[config.mk]
export PLATFORM = sky130hd
export DESIGN_NAME = qq_sort_ctrl
export DESIGN_NICKNAME = d
export VERILOG_FILES = /design/src/rtl/qq_pkg.sv /design/src/rtl/qq_sort_ctrl.sv
export SDC_FILE = /design/constraint.sdc
export NUM_CORES = 1
export LEC_CHECK = 0
export CAP_MARGIN = 40
export CELL_PAD_IN_SITES_DETAIL_PLACEMENT = 0
export CELL_PAD_IN_SITES_GLOBAL_PLACEMENT = 2
export CORE_MARGIN = 2
export CORE_UTILIZATION = 24
export DETAILED_ROUTE_END_ITERATION = 7
export GPL_TIMING_DRIVEN = 0
export PLACE_DENSITY = 0.83
export SETUP_SLACK_MARGIN = 0.05
export SLEW_MARGIN = 20
export SYNTH_ARGS = -nofsm -noshare
export SYNTH_HDL_FRONTEND = slang
export SYNTH_SLANG_ARGS = --single-unit
[constraint.sdc]
create_clock -name clk -period 4.8 [get_ports clk]
set_input_delay 0.48 -clock clk [delete_from_list [all_inputs] [get_ports clk]]
set_output_delay 0.48 -clock clk [all_outputs]
set_load 0.03 [all_outputs]
[src/rtl/qq_pkg.sv]
// Shared definitions for the QuickQ sorted-array priority queue controller.
// Holds the default key width and depth and the controller state type.
`timescale 1ns/1ps
package qq_pkg;

  localparam int QQ_KW    = 16;
  localparam int QQ_DEPTH = 16;

  typedef enum logic [2:0] {
    ST_IDLE     = 3'd0,
    ST_ENQ_LOAD = 3'd1,
    ST_ENQ_SCAN = 3'd2,
    ST_ENQ_FILL = 3'd3,
    ST_DONE     = 3'd4
  } qq_state_t;

endpackage

[src/rtl/qq_sort_ctrl.sv]
// Sequencing controller for the QuickQ sorted-array priority queue.
// Keys are held in descending order in an external array (index 0 largest),
// so the minimum always sits at count-1 and pops in one cycle. Enqueue runs
// an insertion-sort shift loop from the tail, walking an external pointer
// counter down with load/decrement strobes.
//
// Ports:
//   clk, rst                  clock, async active-high reset
//   flush                     abort and empty the queue
//   enq_valid/enq_key/enq_ready   enqueue handshake
//   deq_valid/deq_ready/deq_key   dequeue handshake, key valid with done
//   done                      one-cycle completion pulse
//   full, empty               occupancy flags
//   array_cnt_*               strobes to the pointer counter
//   last_index                count-1 (0 when empty), load value for the counter
//   pointer_next              pointer counter output
//   array_rd_addr/array_rd_data   combinational array read
//   array_we/array_wr_addr/array_wr_data  array write
//
// state       | meaning
// ------------+-------------------------------------------------------
// IDLE        | accept requests; read address parked on the tail entry
// ENQ_LOAD    | wait for the pointer counter to load count-1
// ENQ_SCAN    | compare entry at pointer with new key, shift or place
// ENQ_FILL    | place new key at index 0
// DONE        | pulse done, return to IDLE
`timescale 1ns/1ps
module qq_sort_ctrl
  import qq_pkg::*;
#(
  parameter int  KW    = QQ_KW,
  parameter int  DEPTH = QQ_DEPTH,
  localparam int AW    = $clog2(DEPTH),
  localparam int CW    = $clog2(DEPTH + 1)
) (
  input  logic          clk,
  input  logic          rst,
  input  logic          flush,
  input  logic          enq_valid,
  input  logic [KW-1:0] enq_key,
  output logic          enq_ready,
  input  logic          deq_valid,
  output logic          deq_ready,
  output logic [KW-1:0] deq_key,
  output logic          done,
  output logic          full,
  output logic          empty,
  output logic          array_cnt_ld,
  output logic          array_cnt_clr,
  output logic          array_cnt_decr,
  output logic          array_cnt_inc,
  output logic [31:0]   last_index,
  input  logic [31:0]   pointer_next,
  output logic [AW-1:0] array_rd_addr,
  input  logic [KW-1:0] array_rd_data,
  output logic          array_we,
  output logic [AW-1:0] array_wr_addr,
  output logic [KW-1:0] array_wr_data
);

  qq_state_t     state_q, state_d;
  logic [CW-1:0] count_q, count_d;
  logic [KW-1:0] k_q, k_d;
  logic [KW-1:0] deq_key_q, deq_key_d;

  logic          in_idle;
  logic          deq_fire;
  logic          enq_fire;
  logic [AW-1:0] ptr;

  assign in_idle   = (state_q == ST_IDLE);
  assign empty     = (count_q == '0);
  assign full      = (count_q == CW'(DEPTH));
  assign deq_ready = in_idle && !empty && !flush;
  // Dequeue wins whenever both are requested against a non-empty queue.
  assign enq_ready = in_idle && !full && !flush && !(deq_valid && !empty);
  assign deq_fire  = deq_valid && deq_ready;
  assign enq_fire  = enq_valid && enq_ready;

  assign ptr            = pointer_next[AW-1:0];
  assign last_index     = empty ? 32'd0 : 32'(count_q - CW'(1));
  assign array_cnt_clr  = flush;
  assign array_cnt_inc  = 1'b0;
  assign done           = (state_q == ST_DONE);
  assign deq_key        = deq_key_q;

  always_comb begin
    state_d        = state_q;
    count_d        = count_q;
    k_d            = k_q;
    deq_key_d      = deq_key_q;
    array_rd_addr  = AW'(count_q - CW'(1));
    array_we       = 1'b0;
    array_wr_addr  = '0;
    array_wr_data  = '0;
    array_cnt_ld   = 1'b0;
    array_cnt_decr = 1'b0;

    case (state_q)
      ST_IDLE: begin
        if (deq_fire) begin
          deq_key_d = array_rd_data;
          count_d   = count_q - CW'(1);
          state_d   = ST_DONE;
        end else if (enq_fire) begin
          k_d          = enq_key;
          array_cnt_ld = 1'b1;
          state_d      = empty ? ST_ENQ_FILL : ST_ENQ_LOAD;
        end
      end
      ST_ENQ_LOAD: state_d = ST_ENQ_SCAN;
      ST_ENQ_SCAN: begin
        array_rd_addr = ptr;
        array_we      = 1'b1;
        array_wr_addr = ptr + AW'(1);
        // Shift on equality so equal keys leave in arrival order.
        if (array_rd_data <= k_q) begin
          array_wr_data = array_rd_data;
          if (pointer_next == 32'd0) state_d = ST_ENQ_FILL;
          else array_cnt_decr = 1'b1;
        end else begin
          array_wr_data = k_q;
          count_d       = count_q + CW'(1);
          state_d       = ST_DONE;
        end
      end
      ST_ENQ_FILL: begin
        array_we      = 1'b1;
        array_wr_addr = '0;
        array_wr_data = k_q;
        count_d       = count_q + CW'(1);
        state_d       = ST_DONE;
      end
      ST_DONE: state_d = ST_IDLE;
      default: state_d = ST_IDLE;
    endcase

    if (flush) begin
      state_d        = ST_IDLE;
      count_d        = '0;
      array_we       = 1'b0;
      array_cnt_decr = 1'b0;
      array_cnt_ld   = 1'b0;
    end
  end

  always_ff @(posedge clk or posedge rst) begin
    if (rst) begin
      state_q   <= ST_IDLE;
      count_q   <= '0;
      k_q       <= '0;
      deq_key_q <= '0;
    end else begin
      state_q   <= state_d;
      count_q   <= count_d;
      k_q       <= k_d;
      deq_key_q <= deq_key_d;
    end
  end

endmodule
== Yosys cells after proc, flatten, opt, wreduce, memory -nomap -nowiden ==
Cells that the tools add are included.

* Output and inout port bits: 82
* Register bits: 40

* Mux-type cells: 26
* Reductions and logical operators: 21
* Add/sub/neg operators: 4
* Bitwise operators: 1
* Magnitude comparators: 1
* Equality and inequality tests: 9

{| class="wikitable"
|+ Operator list
! kind !! number
|-
| $logic_not A32 Y1 || 1
|-
| $mux W32 || 1
|-
| $pmux W16 S2 || 1
|-
| $le A16 B16 Y1 || 1
|-
| $mux W16 || 1
|-
| $mux W3 || 5
|-
| $mux W5 || 3
|-
| $pmux W5 S3 || 1
|-
| $pmux W3 S4 || 1
|-
| $mux W1 || 10
|-
| $logic_and A1 B1 Y1 || 8
|-
| $mux W4 || 2
|-
| $eq A3 B2 Y1 const B || 2
|-
| $reduce_and A3 Y1 || 2
|-
| $sub A5 B1 Y6 const B || 1
|-
| $add A5 B1 Y5 const B || 1
|-
| $eq A5 B5 Y1 const B || 1
|-
| $logic_not A5 Y1 || 1
|-
| $sub A5 B1 Y5 const B || 1
|-
| $add A4 B1 Y4 const B || 1
|-
| $logic_not A1 Y1 || 4
|-
| $ne A4 B2 Y1 const B || 1
|-
| $ne A4 B4 Y1 const B || 1
|-
| $reduce_and A2 Y1 || 2
|-
| other kinds (9) || 9
|}

== Logic depth before layout (Yosys ltp) ==
Gate-level depths: netlist (run 1).

* Word-level depth: 10
* Gate-level depth with buffers: 10
* Gate-level depth less buffers: 8

== Least setup slack after synthesis (run 1) ==
No wires, ideal clock.

* Path type: reg-to-output
* Start point: register count_q[0]
* End point: output port array_cnt_ld
* Data required time: 4.320 ns
* Arrival time: 2.435 ns
* Path slack: 1.885 ns
* Cell stages (with the launch flop): 9
* Cells stage by stage: dfrtp_1 -> inv_1 -> ha_1 -> nor4b_4 -> nand2b_1 -> nor3b_4 -> nand2_4 -> buf_6 -> inv_1

* Word-level cells in the longest chain between the ends: 10
* Elaborated cells on any way between the ends: 17
* Classes of those cells: 1 x eq/ne; 4 x mux; 12 x reduce/logical

{| class="wikitable"
|+ RTL lines
! what !! line !! text
|-
| from (decl) || qq_sort_ctrl.sv:62 || <nowiki>logic [CW-1:0] count_q, count_d;</nowiki>
|-
| from (signal assigned) || qq_sort_ctrl.sv:155 || <nowiki>count_q <= count_d;</nowiki>
|-
| $logic_not A5 Y1 || qq_sort_ctrl.sv:72 || <nowiki>assign empty = (count_q == '0);</nowiki>
|-
| net empty || qq_sort_ctrl.sv:47 || <nowiki>output logic empty,</nowiki>
|-
| $logic_not A1 Y1 || qq_sort_ctrl.sv:76 || <nowiki>assign enq_ready = in_idle && !full && !flush && !(deq_valid && !empty);</nowiki>
|-
| $logic_and A1 B1 Y1 || qq_sort_ctrl.sv:76 ||
|-
| $logic_not A1 Y1 || qq_sort_ctrl.sv:76 ||
|-
| $logic_and A1 B1 Y1 || qq_sort_ctrl.sv:76 ||
|-
| net enq_ready || qq_sort_ctrl.sv:41 || <nowiki>output logic enq_ready,</nowiki>
|-
| $logic_and A1 B1 Y1 || qq_sort_ctrl.sv:78 || <nowiki>assign enq_fire = enq_valid && enq_ready;</nowiki>
|-
| $mux W1 || qq_sort_ctrl.sv:105 || <nowiki>end else if (enq_fire) begin</nowiki>
|-
| $mux W1 || qq_sort_ctrl.sv:101 || <nowiki>if (deq_fire) begin</nowiki>
|-
| $mux W1 || qq_sort_ctrl.sv:99 || <nowiki>case (state_q)</nowiki>
|-
| $mux W1 || qq_sort_ctrl.sv:138 || <nowiki>if (flush) begin</nowiki>
|-
| to (decl) || qq_sort_ctrl.sv:48 || <nowiki>output logic array_cnt_ld,</nowiki>
|}

The timed path passes the listed nets, and every way through them passes these cells.

== Worst setup path in the final report (run 1) ==
* Start point: input port array_rd_data[15]
* End point: output port array_wr_data[8]

* Word-level cells in the longest chain between the ends: 3

{| class="wikitable"
|+ RTL lines
! what !! line !! text
|-
| from (decl) || qq_sort_ctrl.sv:55 || <nowiki>input logic [KW-1:0] array_rd_data,</nowiki>
|-
| $le A16 B16 Y1 || qq_sort_ctrl.sv:117 || <nowiki>if (array_rd_data <= k_q) begin</nowiki>
|-
| $mux W16 || qq_sort_ctrl.sv:117 ||
|-
| $pmux W16 S2 || qq_sort_ctrl.sv:99 ||
|-
| to (decl) || qq_sort_ctrl.sv:58 || <nowiki>output logic [KW-1:0] array_wr_data</nowiki>
|}

Every way passes these cells.

==> out/qor.yml, run 1 <==
outcome: "finished clean"
dr_total_vias: 2742
ys_ff_latch: 40
drtIter0Drc: 68
routed_via_density: 4.59
drc: 0
die-height_um: 114
synth_area_um2: 2890
reg2regPathDepth: 8
cts_hold_buffers: 0
first_global_vias: 2706
finalCriticalPeriod_ns: 4.38
io_pins: 151
syn-mean-instance-area_um2: 9.90
crit_type: "in2out"
crit_family: "buffers and inverters"
r2r-start: "count_q[0]$_DFFE_PP0P_"
cp.required_ns: 4.32
tightest_slew_ns: 0.568
ant_nets: 0
synth_warnings: 0
cp-startpoint: "array_rd_data[15]"
clock-sinks: 40
worst_slack_ns: 0.417
worstPathMaxFanout: 10
nets: 540
min_delay_path_depth: 1
post-cts-setup-buffers: 0
clock_tree.root_cell: "clkbuf_16"
rrSetupSlack_ns: 2.15
grtUsageTotal: 0.134
path_buf_inv: 4
slew_violations: 0
nFillCells: 1192
post-route-period-util: 0.913
totalNegativeSetupSlack_ns: 0
n_antenna_cell: 0
max_stage_delay_ns: 0.69
dp_slack_ns: 0.421
finalHoldViolations: 0
wirelength_um: 8850
ir_worst_vdd_v: 0.000308
firstDrtPassIters: 4
maxCapViolations: 0
overflow: 0
critPathSlowestCell: "clkdlybuf4s50_1"
syn_inst: 292
setup_viol: 0
hold_ws_ns: 0.501
io_buffers: 149
path_common_cell: "clkdlybuf4s50_1"
rsz0062_at_grt: "no"
coreArea_um2: 11900
crit_arrival_ns: 3.90
r2r-end: "deq_key[6]$_DFFE_PP0P_"
min_from: "deq_key[9]$_DFFE_PP0P_"
hold_path_end: "deq_key[9]$_DFFE_PP0P_"
antenna_found_initial: 0
detailed_place_hpwl_um: 6970
post_cts_resized: 0
avgRoutedWirePerCell_um: 14.8
clock_path_buffers: 2
p_leak_nw: 2.08
clk_pin_slew_ns: 0.05
row_count: 40
cts_made_buffers: 5
start_util: 0.244
die_w_um: 114
yosysUniqueCellTypes: 46
grt_max_degree: 28
p_per_area_nw_per_um2: 739
power_mw: 3.50
clk_latency_ns: 0.28
die_area_um2: 12900
gp_congestion: 0.779
tritoncts: "done"
seq_area_frac_synth: 0.346
start_kind: "input port"
timing.slew.headroom: 0.620
drive_gt1_frac: 0.189
syn_nets: 382
grt_pass1_wl_um: 14000
hold_class: "reg2reg"
end_kind: "primary output"
syn2layout_area_growth_pct: 63.8
h-tree-depth: 2
max_freq_mhz: 228
clock_skew_ns: 0.00735
worstPathCellList: "clkdlybuf4s50_1 -> ha_1 -> nand4_1 -> nor4_1 -> a31o_2 -> and2_0 -> clkbuf_1 -> buf_2 -> a22o_1 -> clkdlybuf4s50_1"
[layer usage]
metal  GRT usage  up-vias  part of all wire
met4      0.0317        0            0.0083
met3      0.0404        7              0.10
met2       0.223      127              0.44
li1            -     1329                 -
met5           0        -                 0
met1       0.171     1279              0.45
[cell type report]
| class | count | area (µm²) | share of cell area |
|---|---|---|---|
| flip-flops and latches | 40 | 1000 | 0.211 |
| repair buffers | 151 | 1530 | 0.322 |
| well taps | 147 | 184 | 0.0388 |
| plain buffers | 40 | 280 | 0.0592 |
| multi-input cells | 188 | 1520 | 0.321 |
| clock buffers | 6 | 129 | 0.0272 |
| inverters | 24 | 90.1 | 0.0190 |
| clock inverters | 1 | 5.00 | 0.00106 |
[synth_stat cells, drive strengths merged]
library cell / count / area share
or2: 1 / 0.0022
o31ai: 2 / 0.0052
clkbuf: 4 / 0.0052
or3: 2 / 0.0043
a32oi: 1 / 0.0030
nand2: 11 / 0.017
and3: 3 / 0.0065
buf: 36 / 0.092
nand2b: 2 / 0.0043
or4: 2 / 0.0052
o211ai: 2 / 0.0052
mux2i: 1 / 0.0035
nand3: 3 / 0.0052
o21bai: 2 / 0.0052
nor3: 5 / 0.0087
inv: 24 / 0.031
mux2: 33 / 0.14
o32ai: 1 / 0.0030
ha: 21 / 0.091
nor4b: 2 / 0.011
a21o: 2 / 0.0052
a211oi: 3 / 0.0078
a21oi: 15 / 0.027
xnor2: 4 / 0.012
dfrtp: 40 / 0.35
nand4: 8 / 0.017
o21ai: 6 / 0.012
xor2: 1 / 0.0030
nor4: 7 / 0.015
nor2b: 3 / 0.0065
a2111o: 1 / 0.0039
a31o: 1 / 0.0030
nor2: 22 / 0.029
a22o: 16 / 0.048
conb: 1 / 0.0013
and2: 2 / 0.0043
and3b: 1 / 0.0030
nor3b: 1 / 0.0065
[report_power, final]
| group | leakage (nW) | internal (mW) | switching (mW) | total (mW) |
|---|---|---|---|---|
| clock network | 0.0667 | 0.189 | 0.130 | 0.319 |
| registers | 0.488 | 0.500 | 0.116 | 0.616 |
| logic | 1.52 | 1.20 | 1.37 | 2.57 |
| total | 2.08 | 1.89 | 1.61 | 3.50 |
[state kept, by name (all words and copies together) (netlist names)]
signal	flops
state_q	3
k_q	16
deq_key	16
count_q	5
[worst max-delay path by stage]
stage | slack [ns] | cells after the start | to
5_1_grt | 0.16 | 10 | array_wr_data[8]
6_report | 0.42 | 10 | array_wr_data[8]
2_1_floorplan | 1.89 | 8 | array_cnt_ld
4_1_cts | 0.40 | 10 | array_wr_data[10]
3_3_place_gp | 0.42 | 10 | array_wr_data[10]
3_5_place_dp | 0.42 | 10 | array_wr_data[10]
[kinds of logic (layout without fill, tap and decap cells)]
family,after synthesis,count (layout),synth area share
fa+ha+maj,21,21,0.0909
mux,34,34,0.144
simple gates,75,75,0.146
other cells,1,1,0.00130
flops,40,40,0.346
buf+inv,64,222,0.128
compound gates,52,52,0.129
xor+xnor,5,5,0.0151
[placed cells by master, fill, tap and decap left out, types with 2 or more instances in the layout]
master,n
a211oi_1,3
a21o_1,2
a21oi_1,14
a22o_1,16
and3_1,3
buf_2,5
buf_4,29
buf_6,2
clkbuf_1,5
clkbuf_16,5
clkdlybuf4s50_1,149
dfrtp_1,40
ha_1,21
inv_1,23
mux2_2,24
mux2_4,9
nand2_1,10
nand2b_1,2
nand3_1,3
nand4_1,8
nor2_1,22
nor2b_1,3
nor3_1,5
nor4_1,7
o211ai_1,2
o21ai_0,5
o21bai_1,2
o31ai_1,2
or3_1,2
or4_1,2
xnor2_1,4
[metrics by stage]
step | std cells | instance area [µm²] | utilization
after floorplan | 292 | 2890 | -
after global routing | 597 | 4740 | 0.399
after global placement | 588 | 4570 | 0.385
after CTS | 596 | 4720 | 0.398
after detailed placement | 589 | 4590 | 0.387
final | 597 | 4740 | 0.399
[worst reg2reg max path, cell delays in order, from the launching register on]
cell and delay (ns):
dfrtp_1 0.47, inv_1 0.12, ha_1 0.19, nor4b_4 0.50, nand2b_1 0.26, or2_2 0.15, buf_2 0.24, buf_4 0.25
mux2_2 0.35
Note: power is estimated with default switching activity, not from simulation.
==> run 2: changes to the inputs <==
Settings changed: CTS_CLUSTER_SIZE from default to 8.
==> results of run 2 <==
Same layout as run 1: the final DEF is identical, and so are final timing and power.
==> run 3: changes to the inputs <==
Settings changed: CTS_CLUSTER_SIZE 8 to 25, SKIP_CTS_REPAIR_TIMING from default to 1.
==> results of run 3 <==
Same layout as run 1: the final DEF is identical, and so are final timing and power.
